<file path="config.mk">
export PLATFORM = sky130hd
export DESIGN_NAME = mem_ctrl_pipe_flat
export DESIGN_NICKNAME = d
export VERILOG_FILES = /design/src/rtl/mem_ctrl_pipe_if.sv /design/src/rtl/mem_ctrl_pipe.sv /design/src/flat_wrapper.sv
export SDC_FILE = /design/constraint.sdc
export NUM_CORES = 1
export LEC_CHECK = 0
export BUFFER_PORTS_ARGS = -buffer_cell sky130_fd_sc_hd__buf_4
export CAP_MARGIN = 20
export CORE_ASPECT_RATIO = 1.5
export CORE_UTILIZATION = 26
export CTS_CLUSTER_DIAMETER = 50
export DETAILED_ROUTE_END_ITERATION = 10
export GPL_ROUTABILITY_DRIVEN = 0
export GPL_TIMING_DRIVEN = 0
export HOLD_SLACK_MARGIN = 0.03
export PLACE_DENSITY = 0.42
export SLEW_MARGIN = 15
export SYNTH_ARGS = -nofsm -noshare
export SYNTH_HDL_FRONTEND = slang
export SYNTH_SLANG_ARGS = --single-unit
</file>
<file path="constraint.sdc">
create_clock -name clk_i -period 3.4 [get_ports clk_i]
set_input_delay 0.68 -clock clk_i [delete_from_list [all_inputs] [get_ports clk_i]]
set_output_delay 0.68 -clock clk_i [all_outputs]
set_load 0.1 [all_outputs]
</file>
<file path="src/rtl/mem_ctrl_pipe_if.sv">
// rtl/mem_ctrl_pipe_if.sv - request/response bus between a bus master and mem_ctrl_pipe
interface mem_ctrl_pipe_if #(
  parameter int DATA_WIDTH = 16,
  parameter int ADDR_WIDTH = 6
);
  logic                    valid_i;
  logic                    ready_o;
  logic                    wr_rd_en_i;
  logic [ADDR_WIDTH-1:0]   addr_i;
  logic [DATA_WIDTH-1:0]   wdata_i;
  logic [DATA_WIDTH/8-1:0] be_i;
  logic                    rvalid_o;
  logic                    rready_i;
  logic [DATA_WIDTH-1:0]   rdata_o;
  logic                    rerr_o;
  logic                    init_done_o;

  modport slave (
    input  valid_i, wr_rd_en_i, addr_i, wdata_i, be_i, rready_i,
    output ready_o, rvalid_o, rdata_o, rerr_o, init_done_o
  );

  modport master (
    output valid_i, wr_rd_en_i, addr_i, wdata_i, be_i, rready_i,
    input  ready_o, rvalid_o, rdata_o, rerr_o, init_done_o
  );
endinterface

</file>
<file path="src/rtl/mem_ctrl_pipe.sv">
// rtl/mem_ctrl_pipe.sv - single-port memory controller with byte-enable writes,
// pipelined reads, bounded in-order response buffer and post-reset clear sweep
module mem_ctrl_pipe #(
  parameter int DATA_WIDTH = 16,
  parameter int DEPTH      = 64,
  parameter int ADDR_WIDTH = $clog2(DEPTH),
  parameter int RD_LATENCY = 1,
  parameter int RSP_DEPTH  = 4
) (
  input  logic           clk_i,
  input  logic           rst_i,
  mem_ctrl_pipe_if.slave bus
);
  localparam int BE_W  = DATA_WIDTH / 8;
  localparam int PTR_W = (RSP_DEPTH > 1) ? $clog2(RSP_DEPTH) : 1;
  localparam int CNT_W = $clog2(RSP_DEPTH + 1);
  localparam logic [ADDR_WIDTH:0]   DEPTH_EXT = (ADDR_WIDTH + 1)'(DEPTH);
  localparam logic [ADDR_WIDTH-1:0] LAST_ADDR = ADDR_WIDTH'(DEPTH - 1);
  localparam logic [CNT_W-1:0]      RSP_FULL  = CNT_W'(RSP_DEPTH);
  localparam logic [PTR_W-1:0]      PTR_LAST  = PTR_W'(RSP_DEPTH - 1);

  typedef enum logic {S_INIT, S_RUN} state_t;

  state_t                r_state, w_state_nxt;
  logic [ADDR_WIDTH-1:0] r_init_ptr, w_init_ptr_nxt;

  logic [DATA_WIDTH-1:0] r_mem [DEPTH];

  logic                  w_ready, w_acc, w_wr_acc, w_rd_acc, w_oor, w_pop;
  logic [DATA_WIDTH-1:0] w_rd_data;
  logic                  w_push_v, w_push_err;
  logic [DATA_WIDTH-1:0] w_push_data;

  logic [DATA_WIDTH-1:0] r_fifo_data [RSP_DEPTH];
  logic [RSP_DEPTH-1:0]  r_fifo_err;
  logic [PTR_W-1:0]      r_wptr, r_rptr;
  logic [CNT_W-1:0]      r_fcnt, r_outst;

  always_ff @(posedge clk_i or negedge rst_i) begin
    if (!rst_i) begin
      r_state    <= S_INIT;
      r_init_ptr <= '0;
    end else begin
      r_state    <= w_state_nxt;
      r_init_ptr <= w_init_ptr_nxt;
    end
  end

  always_comb begin
    w_state_nxt    = r_state;
    w_init_ptr_nxt = r_init_ptr;
    if (r_state == S_INIT) begin
      w_init_ptr_nxt = r_init_ptr + ADDR_WIDTH'(1);
      if (r_init_ptr == LAST_ADDR) begin
        w_state_nxt    = S_RUN;
        w_init_ptr_nxt = '0;
      end
    end
  end

  // Outstanding covers pipeline plus buffer, so holding it below RSP_DEPTH keeps the buffer from overflowing.
  assign w_ready   = (r_state == S_RUN) && (r_outst < RSP_FULL);
  assign w_acc     = bus.valid_i && w_ready;
  assign w_wr_acc  = w_acc && bus.wr_rd_en_i;
  assign w_rd_acc  = w_acc && !bus.wr_rd_en_i;
  assign w_oor     = {1'b0, bus.addr_i} >= DEPTH_EXT;
  assign w_rd_data = w_oor ? '0 : r_mem[bus.addr_i];
  assign w_pop     = (r_fcnt != '0) && bus.rready_i;

  always_ff @(posedge clk_i) begin
    if (r_state == S_INIT) begin
      r_mem[r_init_ptr] <= '0;
    end else if (w_wr_acc && !w_oor) begin
      for (int b = 0; b < BE_W; b++) begin
        if (bus.be_i[b]) r_mem[bus.addr_i][8*b +: 8] <= bus.wdata_i[8*b +: 8];
      end
    end
  end

  // The array read at accept is the first stage; RD_LATENCY-1 further stages precede the buffer.
  generate
    if (RD_LATENCY == 1) begin : g_lat1
      assign w_push_v    = w_rd_acc;
      assign w_push_err  = w_oor;
      assign w_push_data = w_rd_data;
    end else begin : g_pipe
      localparam int NS = RD_LATENCY - 1;
      logic [NS-1:0]         r_pv, r_pe;
      logic [DATA_WIDTH-1:0] r_pd [NS];

      always_ff @(posedge clk_i or negedge rst_i) begin
        if (!rst_i) begin
          r_pv <= '0;
          r_pe <= '0;
          for (int i = 0; i < NS; i++) r_pd[i] <= '0;
        end else begin
          r_pv[0] <= w_rd_acc;
          r_pe[0] <= w_oor;
          r_pd[0] <= w_rd_data;
          for (int i = 1; i < NS; i++) begin
            r_pv[i] <= r_pv[i-1];
            r_pe[i] <= r_pe[i-1];
            r_pd[i] <= r_pd[i-1];
          end
        end
      end

      assign w_push_v    = r_pv[NS-1];
      assign w_push_err  = r_pe[NS-1];
      assign w_push_data = r_pd[NS-1];
    end
  endgenerate

  always_ff @(posedge clk_i) begin
    if (w_push_v) begin
      r_fifo_data[r_wptr] <= w_push_data;
      r_fifo_err[r_wptr]  <= w_push_err;
    end
  end

  always_ff @(posedge clk_i or negedge rst_i) begin
    if (!rst_i) begin
      r_wptr  <= '0;
      r_rptr  <= '0;
      r_fcnt  <= '0;
      r_outst <= '0;
    end else begin
      if (w_push_v) r_wptr <= (r_wptr == PTR_LAST) ? '0 : r_wptr + PTR_W'(1);
      if (w_pop)    r_rptr <= (r_rptr == PTR_LAST) ? '0 : r_rptr + PTR_W'(1);
      case ({w_push_v, w_pop})
        2'b10:   r_fcnt <= r_fcnt + CNT_W'(1);
        2'b01:   r_fcnt <= r_fcnt - CNT_W'(1);
        default: r_fcnt <= r_fcnt;
      endcase
      case ({w_rd_acc, w_pop})
        2'b10:   r_outst <= r_outst + CNT_W'(1);
        2'b01:   r_outst <= r_outst - CNT_W'(1);
        default: r_outst <= r_outst;
      endcase
    end
  end

  assign bus.ready_o     = w_ready;
  assign bus.rvalid_o    = (r_fcnt != '0);
  assign bus.rdata_o     = bus.rvalid_o ? r_fifo_data[r_rptr] : '0;
  assign bus.rerr_o      = bus.rvalid_o && r_fifo_err[r_rptr];
  assign bus.init_done_o = (r_state == S_RUN);
endmodule

</file>
<file path="src/flat_wrapper.sv">
// flat-port wrapper written by rule: the top's interface ports become plain ports
module mem_ctrl_pipe_flat 
#(
  parameter int DATA_WIDTH = 16,
  parameter int DEPTH      = 64,
  parameter int ADDR_WIDTH = $clog2(DEPTH),
  parameter int RD_LATENCY = 1,
  parameter int RSP_DEPTH  = 4
)
  (clk_i, rst_i, bus_valid_i, bus_wr_rd_en_i, bus_addr_i, bus_wdata_i, bus_be_i, bus_rready_i, bus_ready_o, bus_rvalid_o, bus_rdata_o, bus_rerr_o, bus_init_done_o);
  mem_ctrl_pipe_if #(.DATA_WIDTH(DATA_WIDTH), .ADDR_WIDTH(ADDR_WIDTH)) bus_i ();
  input  logic clk_i;
  input  logic rst_i;
  input wire logic [$bits(bus_i.valid_i)-1:0] bus_valid_i;
  input wire logic [$bits(bus_i.wr_rd_en_i)-1:0] bus_wr_rd_en_i;
  input wire logic [$bits(bus_i.addr_i)-1:0] bus_addr_i;
  input wire logic [$bits(bus_i.wdata_i)-1:0] bus_wdata_i;
  input wire logic [$bits(bus_i.be_i)-1:0] bus_be_i;
  input wire logic [$bits(bus_i.rready_i)-1:0] bus_rready_i;
  output wire logic [$bits(bus_i.ready_o)-1:0] bus_ready_o;
  output wire logic [$bits(bus_i.rvalid_o)-1:0] bus_rvalid_o;
  output wire logic [$bits(bus_i.rdata_o)-1:0] bus_rdata_o;
  output wire logic [$bits(bus_i.rerr_o)-1:0] bus_rerr_o;
  output wire logic [$bits(bus_i.init_done_o)-1:0] bus_init_done_o;
  assign bus_i.valid_i = bus_valid_i;
  assign bus_i.wr_rd_en_i = bus_wr_rd_en_i;
  assign bus_i.addr_i = bus_addr_i;
  assign bus_i.wdata_i = bus_wdata_i;
  assign bus_i.be_i = bus_be_i;
  assign bus_i.rready_i = bus_rready_i;
  assign bus_ready_o = bus_i.ready_o;
  assign bus_rvalid_o = bus_i.rvalid_o;
  assign bus_rdata_o = bus_i.rdata_o;
  assign bus_rerr_o = bus_i.rerr_o;
  assign bus_init_done_o = bus_i.init_done_o;
  mem_ctrl_pipe #(.DATA_WIDTH(DATA_WIDTH), .DEPTH(DEPTH), .ADDR_WIDTH(ADDR_WIDTH), .RD_LATENCY(RD_LATENCY), .RSP_DEPTH(RSP_DEPTH)) u_core (.clk_i(clk_i), .rst_i(rst_i), .bus(bus_i));
endmodule
</file>
==> results of run 1 <==
## routing by layer
| metal | vias to the layer above | global-route usage | wire length (microns) |
|---|---|---|---|
| li1 | 9152 | - | - |
| met1 | 11800 | 0.190 | 52600 |
| met2 | 592 | 0.302 | 74100 |
| met3 | 206 | 0.0200 | 5530 |
| met4 | 0 | 0.0755 | 6490 |
| met5 | - | 0 | 0 |
## metrics by stage
stage	std cells	util	instance area, sq um	TNS [ns]	total power [W]
2_1_floorplan	2149	-	43600	0	0.0171
3_3_place_gp	4414	0.281	46700	-1880.35	0.0179
3_5_place_dp	4432	0.283	47100	-606.22	0.0179
4_1_cts	4637	0.310	51500	-37.22	0.0308
5_1_grt	4642	0.312	51900	-23.17	0.0313
6_report	4643	0.312	51900	-4.92	0.0304
## cells in the final DEF, fill, tap and decap left out, types with 6 or more instances in the layout
master        n
o221ai_1     15
nand2b_1     19
buf_12       16
nor2b_1      11
dfrtp_1      17
bufinv_16    14
clkinv_2     22
buf_1        11
or2_2        10
clkbuf_1     48
nor2_2       42
and2_4       16
and2_1       34
ha_1          7
clkbuf_2     10
nor2_1       70
buf_8         7
inv_1        13
a21oi_1      16
clkbuf_16   115
a211oi_1     11
nand2_1      49
clkinv_1     22
o31ai_1       6
a2111o_1     10
a22oi_1      35
nor2_4       88
mux2_2       22
buf_4        62
edfxtp_1   1092
o22ai_1      28
o32ai_2       7
buf_6        11
mux4_2      243
mux2i_1      83
buf_2        39
o21ai_0       8
nand3_1      15
## worst max path at each step
stage          depth (start not counted)                   start                   endpoint  slack [ns]
2_1_floorplan                         12  u_core.bus.init_done_o          u_core.r_outst[2]        0.05
5_1_grt                                7  u_core.bus.init_done_o        u_core.r_mem[27][4]       -0.16
3_5_place_dp                           9           bus_addr_i[2]  u_core.r_fifo_data[3][11]       -1.32
4_1_cts                                7  u_core.bus.init_done_o        u_core.r_mem[63][6]       -0.34
6_report                               7  u_core.bus.init_done_o        u_core.r_mem[24][0]       -0.08
3_3_place_gp                           9           bus_addr_i[2]  u_core.r_fifo_data[0][11]       -1.73
## worst max-delay path, delay by kind of cell (launching register included)
family	cells	cell delay (ns)
and+or+nand+nor	3	1.42
muxes	1	0.57
DFF	1	0.52
buffers and inverters	2	0.44
AOI/OAI and AO/OA	1	0.15
## registers in the layout, indices dropped and copies added (netlist names)
name,cells
u_core.bus.init_done_o,1
u_core.r_init_ptr,6
u_core.r_wptr,2
u_core.r_mem,1024
u_core.r_rptr,2
u_core.r_fcnt,3
u_core.r_fifo_err,4
u_core.r_fifo_data,64
u_core.r_outst,3
## cell families after synthesis
| group | after synthesis | synth area share |
|---|---|---|
| fa+ha+maj | 9 | 0.00293 |
| mux | 351 | 0.151 |
| buf+inv | 142 | 0.0172 |
| xor+xnor | 8 | 0.00161 |
| flops | 1109 | 0.762 |
| simple gates | 368 | 0.0379 |
| compound gates | 162 | 0.0277 |
## what timing repair did
action | CTS | global route
pin swaps | 0 | 5
hold endpoints to repair | 17 | 0
hold buffers | 1 | 0
gates resized for setup | 177 | 82
endpoints found under the setup margin | 1007 | 806
setup buffers | 0 | 5
## layout make-up
type,count,area (sq um)
sequential,1109,33200
buffer,124,712
clock buffer,129,2930
tap,2220,2780
antenna,2,5.00
timing repair buffer,69,742
fill,16200,114000
clock inverter,79,888
inverter,13,48.8
multi-input combinational,898,10600
## where the power goes
| part | total (W) | switching, W | internal, W |
|---|---|---|---|
| sequential | 0.0149 | 0.0000473 | 0.0148 |
| combinational | 0.00270 | 0.00195 | 0.000756 |
| clock | 0.0128 | 0.00554 | 0.00730 |
==> run metrics, run 1 <==
run status complete, but fails checks; failing checks negative setup slack; Critical Path Sink Type flip-flop; area leader, netlist edfxtp_1; final worst slack -0.0825 ns; Final Hold Viols 0; Lkg Pwr 13.3 nW; maximum vdd ir drop 0.000450 V; relative slew slack 0.277; critical path arrival 3.87 ns; Setup Slack @ Placement -1.32 ns; WHS 0.364 ns; latest clock arrival within the worst-skew pair 0.76 ns; initial drt markers 1700; post-synthesis sequential area ratio 0.762; Most common cell on crit path buf_4; Crit Path Category flip-flop to flip-flop; worst r2r src u_core.bus.init_done_o; Die Area 0.169 sq mm; slowest cell delay on critical path 0.57 ns; async set-reset flop share out of synthesis 0.0153; Mapped Cells 2149; critical-path cell list buf_4 -> and4b_1 -> o21a_1 -> buf_4 -> mux2i_4 -> nand2_1 -> nor2_2; # IOs 49; mapped cell area 0.0436 sq mm; die extent in x 336 microns; slowest library cell on the worst path mux2i_4; vias after detailed routing 21800; Hold Path Stages 3; Core Footprint 0.166 sq mm; reg2reg end u_core.r_mem[24][0]; CTS tree done; DR DRC count 0; flop2flop setup slack -0.08 ns; maxcap violations 0; RSZ-0062 raised after global routing true; remaining global-route overflow 0; FF+latch count, synth 1109; Global Route Usage Sum 0.165; Max FO, Critical Path 9; Wirelength per Cell 29.9 microns; f_max 287 MHz; top cell type's share of synthesized area 0.752; hold crit path type input pin to flip-flop; top cells by count, synth 1092 x edfxtp_1, 243 x mux4_2, 200 x nor2_1, 86 x mux2i_1, 54 x nand2_1; number of synthesized flops with an enable pin 1092; clock root buffer clkbuf_16; 1st-pass router iterations 7; vias per inst 4.69; ANT nets after route 0; PwrDens 586 mW/mm^2; Synth cell types 47; H-tree depth 3; max-slew violations 0; period utilisation layout 1.02; ys flop type edfxtp_1; port bufs 45; TritonCTS sink count 1109; yosys warns 0; Die Ht 504 microns; count leader, synth edfxtp_1; Clock Skews 0.0498 ns; vias in the first global route 23300; Worst Tran Pin Value 1.08 ns; Final setup viols 134; Crit path required time 3.79 ns; syn_nets 2187; detailed placement HPWL 97400 microns; Starting Density 0.262; final wirelength 139000 microns; initial antenna violation count 2; Final min period 3.48 ns; first-pass GRT wire length 191000 microns; FP Rows 183; pin count of the biggest net entering global routing 65; Clock transition at path regs 0.06 ns; Final #Nets 2366; top cells by area, synth edfxtp_1 75%, mux4_2 13%, mux2i_1 2.0%; Avg Inst Size Synth 20.3 sq um; HP Start bus_rready_i; cts bufs inserted 113; area grow syn2layout 19.1%; end of the worst hold path u_core.r_rptr[0]; share of layout cells above drive strength 1 0.315; FF-to-FF path depth 7; crit path launch type flip-flop; CTS Buffer Depth 3
No activity file was read; power rests on OpenSTA's default activity.
==> run 2, diff against run 1 <==
--- a/config.mk
+++ b/config.mk
@@ -15,7 +15,6 @@
 export GPL_TIMING_DRIVEN = 0
 export HOLD_SLACK_MARGIN = 0.03
 export PLACE_DENSITY = 0.42
-export SLEW_MARGIN = 15
 export SYNTH_ARGS = -nofsm -noshare
 export SYNTH_HDL_FRONTEND = slang
 export SYNTH_SLANG_ARGS = --single-unit
==> constraint.sdc (replaced) <==
create_clock -name clk_i -period 3.4 [get_ports clk_i]
set_input_delay 0.68 -clock clk_i [delete_from_list [all_inputs] [get_ports clk_i]]
set_output_delay 0.68 -clock clk_i [all_outputs]
set_load 0.01 [all_outputs]
==> run metrics, run 2 (synthesis gave the netlist of run 1 again) <==
run status complete, but fails checks (unchanged); failing checks negative setup slack (unchanged); first-pass GRT wire length 189000 microns (was 191000 microns); CTS tree done (unchanged); Final Core Density 0.310 (was 0.312); Wirelength per Cell 29.6 microns (was 29.9 microns); Starting Density 0.262 (unchanged); register area 0.0332 sq mm (unchanged); critical path arrival 3.90 ns (was 3.87 ns); Final setup viols 62 (was 134); detailed placement HPWL 96800 microns (was 97400 microns); Clock transition at path regs 0.07 ns (was 0.06 ns); sw frac 0.223 (was 0.248); Crit path required time 3.77 ns (was 3.79 ns); design area 0.0515 sq mm (was 0.0519 sq mm); Placed Area 0.0471 sq mm (about the same); vias in the first global route 23000 (was 23300); clock root buffer clkbuf_16 (unchanged); Max FO, Critical Path 9 (unchanged); max reg flops 1024 (unchanged); switching pwr 0.00644 W (was 0.00754 W); dpl cells 4432 (unchanged); share of layout cells above drive strength 1 0.309 (was 0.315); Comb pwr share 0.061 (was 0.089); area grow syn2layout 18.1% (was 19.1%); initial antenna violation count 3 (was 2); Final #Nets 2353 (was 2366); vias after detailed routing 21800 (about the same); Sequential Power Share 0.515 (was 0.489); RSZ-0062 raised after global routing true (unchanged); Die Area 0.169 sq mm (unchanged); port bufs 45 (unchanged); CTS Buffer Depth 3 (unchanged); Multi-input gate area 0.0105 sq mm (was 0.0106 sq mm); H-tree depth 3 (unchanged); Cell Int Power 0.0224 W (was 0.0229 W); die extent in x 336 microns (unchanged); max-slew violations 0 (unchanged); ANT nets after route 0 (unchanged); most frequent cells in the layout 1092 x edfxtp_1, 243 x mux4_2, 108 x clkbuf_16 (was 1092 x edfxtp_1, 243 x mux4_2, 115 x clkbuf_16); final wirelength 137000 microns (was 139000 microns); Critical Path Sink Type flip-flop (unchanged); FP Rows 183 (unchanged); hold crit path type input pin to flip-flop (unchanged); setup TNS -3.30 ns (was -4.92 ns); vias per inst 4.70 (was 4.69); final worst slack -0.135 ns (was -0.0825 ns); pin count of the biggest net entering global routing 65 (unchanged); fill cell count 16200 (about the same); remaining global-route overflow 0 (unchanged); Clock Skews 0.0553 ns (was 0.0498 ns); Crit Path Category flip-flop to flip-flop (unchanged); initial drt markers 1835 (was 1700); f_max 283 MHz (was 287 MHz); # IOs 49 (unchanged); Die Ht 504 microns (unchanged); TritonCTS sink count 1109 (unchanged); Core Footprint 0.166 sq mm (unchanged); Final Hold Viols 0 (unchanged); Final min period 3.54 ns (was 3.48 ns); Biggest register u_core.r_mem (unchanged); final non-filler cell total 4630 (was 4643); DR DRC count 0 (unchanged); share of total power in the clock network 0.424 (was 0.422); maximum vdd ir drop 0.000433 V (was 0.000450 V); crit path launch type flip-flop (unchanged); PwrDens 561 mW/mm^2 (was 586 mW/mm^2); latest clock arrival within the worst-skew pair 0.76 ns (about the same); biggest regs u_core.r_mem: 1024 flops, u_core.r_fifo_data: 64 flops, u_core.r_init_ptr: 6 flops (unchanged); Worst Tran Pin Value 1.22 ns (was 1.08 ns); WHS 0.346 ns (was 0.364 ns); Lkg Pwr 13.2 nW (was 13.3 nW); commonest non-fill, non-tap cell in the layout edfxtp_1 (unchanged); period utilisation layout 1.04 (was 1.02); 1st-pass router iterations 5 (was 7); Global Route Usage Sum 0.163 (was 0.165); cts bufs inserted 107 (was 113); maxcap violations 0 (unchanged); relative slew slack 0.189 (was 0.277)
run 2: area by class of cell:
class | instances | area share
clock inverters | 78 | 0.0157
repair buffers | 65 | 0.0130
inverters | 13 | 0.000948
clock buffers | 124 | 0.0536
flip-flops and latches | 1109 | 0.645
plain buffers | 121 | 0.0136
well taps | 2220 | 0.0539
multi-input cells | 898 | 0.204
diodes | 2 | 0.0000972
run 2: what timing repair did:
item                                    in CTS  in global routing
endpoints found under the setup margin    1023                889
endpoints found under the hold margin       17                  0
pin swaps                                    0                  2
cloned                                       0                  0
setup buffers                                0                  1
resized for setup                          170                 80
hold buffers                                 1                  0
run 2: worst paths after layout:
path                                         from                   end  slack [ns]  cells past startpoint
min in group asynchronous                   rst_i  u_core.r_init_ptr[4]        0.39                      2
setup reg to reg           u_core.bus.init_done_o   u_core.r_mem[63][5]       -0.14                      7
hold / removal                       bus_rready_i      u_core.r_rptr[0]        0.35                      3
max in group asynchronous                   rst_i  u_core.r_init_ptr[0]        2.73                      2
setup / recovery           u_core.bus.init_done_o   u_core.r_mem[63][5]       -0.14                      7
hold reg to reg                 u_core.r_outst[0]     u_core.r_outst[0]        0.48                      1
run 2: power by group through the flow:
stage               Clock [W]  Combinational [W]  Sequential, W
floorplan                   0           0.000996         0.0152
global placement            0            0.00178         0.0152
detailed placement          0            0.00180         0.0152
CTS                    0.0125            0.00182         0.0149
global route           0.0129            0.00189         0.0149
finish                 0.0122            0.00176         0.0149
run 2: per-stage QoR:
| stage | setup slack [ns] | power (W) |
|---|---|---|
| after floorplan | 0.563 | 0.0162 |
| after global placement | -1.71 | 0.0170 |
| after detailed placement | -1.41 | 0.0170 |
| after CTS | -0.323 | 0.0292 |
| after global routing | -0.193 | 0.0297 |
| final | -0.135 | 0.0289 |
run 2: per-layer routing:
layer	vias up	GRT usage	share of wire
li1	9115	-	-
met1	11800	0.186	0.37
met2	623	0.300	0.54
met3	209	0.0212	0.041
met4	2	0.0734	0.044
met5	-	0	0.000095
run 2: critical path, cell delays in order, from the launching register on:
cell and delay (ns):
dfrtp_1 0.50, buf_4 0.23, and4b_1 0.31, o21a_1 0.15
buf_4 0.20, mux2i_1 0.51, nand2_2 0.63, nor2_2 0.61
==> run 3, diff against run 2 <==
--- a/config.mk
+++ b/config.mk
@@ -15,6 +15,8 @@
 export GPL_TIMING_DRIVEN = 0
 export HOLD_SLACK_MARGIN = 0.03
 export PLACE_DENSITY = 0.42
+export SETUP_SLACK_MARGIN = 0.4
+export SLEW_MARGIN = 20
 export SYNTH_ARGS = -nofsm -noshare
 export SYNTH_HDL_FRONTEND = slang
 export SYNTH_SLANG_ARGS = --single-unit
==> run metrics, run 3 (synthesis gave the netlist of run 1 again) <==
run status finished, final reports clean (was complete, but fails checks); Clock Skews 0.0386 ns (was 0.0553 ns); DR DRC count 0 (unchanged); Final Core Density 0.321 (was 0.310); critical path arrival 3.54 ns (was 3.90 ns); max-slew violations 0 (unchanged); slowest library cell on the worst path clkbuf_1 (was nand2_2); Setup Slack @ Placement -1.35 ns (was -1.41 ns); Final min period 3.11 ns (was 3.54 ns); Sequential Power Share 0.516 (was 0.515); TritonCTS sink count 1109 (unchanged); biggest regs u_core.r_mem: 1024 flops, u_core.r_fifo_data: 64 flops, u_core.r_init_ptr: 6 flops (unchanged); Critical Path Sink Type flip-flop (unchanged); Lkg Pwr 13.9 nW (was 13.2 nW); Crit path required time 3.83 ns (was 3.77 ns); Core Footprint 0.166 sq mm (unchanged); WHS 0.368 ns (was 0.346 ns); remaining global-route overflow 0 (unchanged); final worst slack 0.290 ns (was -0.135 ns); Final setup viols 0 (was 62); Die Area 0.169 sq mm (unchanged); Placed Area 0.0471 sq mm (about the same); Wirelength per Cell 29.5 microns (was 29.6 microns); final wirelength 139000 microns (was 137000 microns); vias in the first global route 23200 (was 23000); Worst Tran Pin Value 1.04 ns (was 1.22 ns); Clock transition at path regs 0.06 ns (was 0.07 ns); PwrDens 540 mW/mm^2 (was 561 mW/mm^2); CTS tree done (unchanged); f_max 322 MHz (was 283 MHz); vias after detailed routing 22100 (was 21800); relative slew slack 0.305 (was 0.189); most frequent cells in the layout 1092 x edfxtp_1, 243 x mux4_2, 129 x nor2_4 (was 1092 x edfxtp_1, 243 x mux4_2, 108 x clkbuf_16); initial drt markers 1919 (was 1835); vias per inst 4.70 (about the same); commonest non-fill, non-tap cell in the layout edfxtp_1 (unchanged); Die Ht 504 microns (unchanged); fill cell count 16100 (was 16200); FP Rows 183 (unchanged); switching pwr 0.00635 W (was 0.00644 W); Final Hold Viols 0 (unchanged); period utilisation layout 0.915 (was 1.04); # IOs 49 (unchanged); CTS Buffer Depth 3 (unchanged); clock root buffer clkbuf_16 (unchanged); RSZ-0062 raised after global routing false (was true); Crit path depth 7 (unchanged); crit path launch type input pin (was flip-flop); H-tree depth 3 (unchanged); maximum vdd ir drop 0.000349 V (was 0.000433 V); max reg flops 1024 (unchanged); initial antenna violation count 2 (was 3); share of total power in the clock network 0.420 (was 0.424); cts bufs inserted 105 (was 107); crit path buf inv count 3 (was 2); Global Route Usage Sum 0.164 (was 0.163); hold crit path type input pin to flip-flop (unchanged); Hold Path Stages 3 (unchanged); maxcap violations 0 (unchanged); FF-to-FF path depth 13 (was 7); Cell Int Power 0.0225 W (was 0.0224 W); area grow syn2layout 22.5% (was 18.1%); Crit Path Category input pin to flip-flop (was flip-flop to flip-flop); Final #Nets 2436 (was 2353); Top Family by Delay on Critical Path buffers and inverters (was simple AND/OR/NAND/NOR gates); latest clock arrival within the worst-skew pair 0.73 ns (was 0.76 ns); pin count of the biggest net entering global routing 57 (was 65); Max FO, Critical Path 10 (was 9); total power 0.0289 W (about the same); sw frac 0.220 (was 0.223); Comb pwr share 0.064 (was 0.061); slowest cell delay on critical path 0.80 ns (was 0.63 ns); ANT nets after route 0 (unchanged); Starting Density 0.262 (unchanged); first-pass GRT wire length 190000 microns (was 189000 microns); detailed placement HPWL 97200 microns (was 96800 microns); 1st-pass router iterations 6 (was 5); share of layout cells above drive strength 1 0.350 (was 0.309); critical-path cell list buf_4 -> clkbuf_2 -> nand2b_1 -> clkbuf_1 -> a21oi_1 -> a2111o_1 -> o32ai_2 (was buf_4 -> and4b_1 -> o21a_1 -> buf_4 -> mux2i_1 -> nand2_2 -> nor2_2); die extent in x 336 microns (unchanged); port bufs 45 (unchanged); design area 0.0534 sq mm (was 0.0515 sq mm); Biggest register u_core.r_mem (unchanged)
==> run 3: changes by cell type in the layout (fill, tap and decap cells not counted), sizes merged, moves of 2 or more <==
cell and change:
buf +81, clkbuf -5, bufinv +2, clkdlybuf4s15 +2
==> run 3: worst paths after layout <==
kind,slack (ns),startpoint,end
min reg2reg,0.47,u_core.r_fcnt[2],u_core.r_fcnt[2]
max in group asynchronous,2.71,rst_i,u_core.bus.init_done_o
max reg2reg,0.46,u_core.bus.init_done_o,u_core.r_outst[2]
min in group asynchronous,0.42,rst_i,u_core.r_init_ptr[2]
max,0.29,bus_addr_i[4],u_core.r_fifo_data[2][10]
min,0.37,bus_rready_i,u_core.r_rptr[0]
==> run 3: area by class of cell <==
| type | instances | area, sq um | share of cell area |
|---|---|---|---|
| multi-input combinational | 899 | 11000 | 0.205 |
| timing repair buffer | 141 | 2000 | 0.0375 |
| clock inverter | 79 | 830 | 0.0155 |
| buffer | 129 | 893 | 0.0167 |
| clock buffer | 118 | 2680 | 0.0501 |
| sequential | 1109 | 33200 | 0.622 |
| antenna | 1 | 2.50 | 0.0000469 |
| tap | 2220 | 2780 | 0.0520 |
| inverter | 13 | 48.8 | 0.000914 |
==> run 3: layer usage <==
layer  track usage  part of all wire  wire length (microns)
met5             0          0.000065                      9
met1         0.186              0.37                  51200
met3        0.0201             0.042                   5850
met2         0.302              0.54                  75000
met4        0.0790             0.049                   6730
==> run 3: power by group through the flow <==
| stage | Combinational, W | Sequential [W] | Clock (W) |
|---|---|---|---|
| finish | 0.00185 | 0.0149 | 0.0121 |
| global route | 0.00200 | 0.0149 | 0.0128 |
| CTS | 0.00183 | 0.0149 | 0.0123 |
| detailed placement | 0.00179 | 0.0152 | 0 |
| global placement | 0.00178 | 0.0152 | 0 |
| floorplan | 0.000996 | 0.0152 | 0 |
==> run 3: timing repair <==
item / in CTS / in global routing
setup endpoints to repair: 1172 / 1340
resized for setup: 350 / 57
setup buffers: 51 / 27
pin swaps: 41 / 23
hold endpoints to repair: 17 / 0
hold buffers: 1 / 0
gates cloned: 0 / 1
==> run 3: worst register-to-register path: cells and delay by family (launching register included) <==
kind / cells / cell delay (ns)
XOR/XNOR: 2 / 0.20
adder cells (fa/ha/maj): 2 / 0.43
flip-flops: 1 / 0.43
AND/OR/NAND/NOR: 4 / 1.10
buffers and inverters: 5 / 0.64
==> run 3: stage by stage <==
stage          setup TNS [ns]  instances
3_5_place_dp          -619.93       4431
4_1_cts                     0       4680
2_1_floorplan               0       2149
3_3_place_gp         -1842.44       4414
5_1_grt                     0       4709
6_report                    0       4709
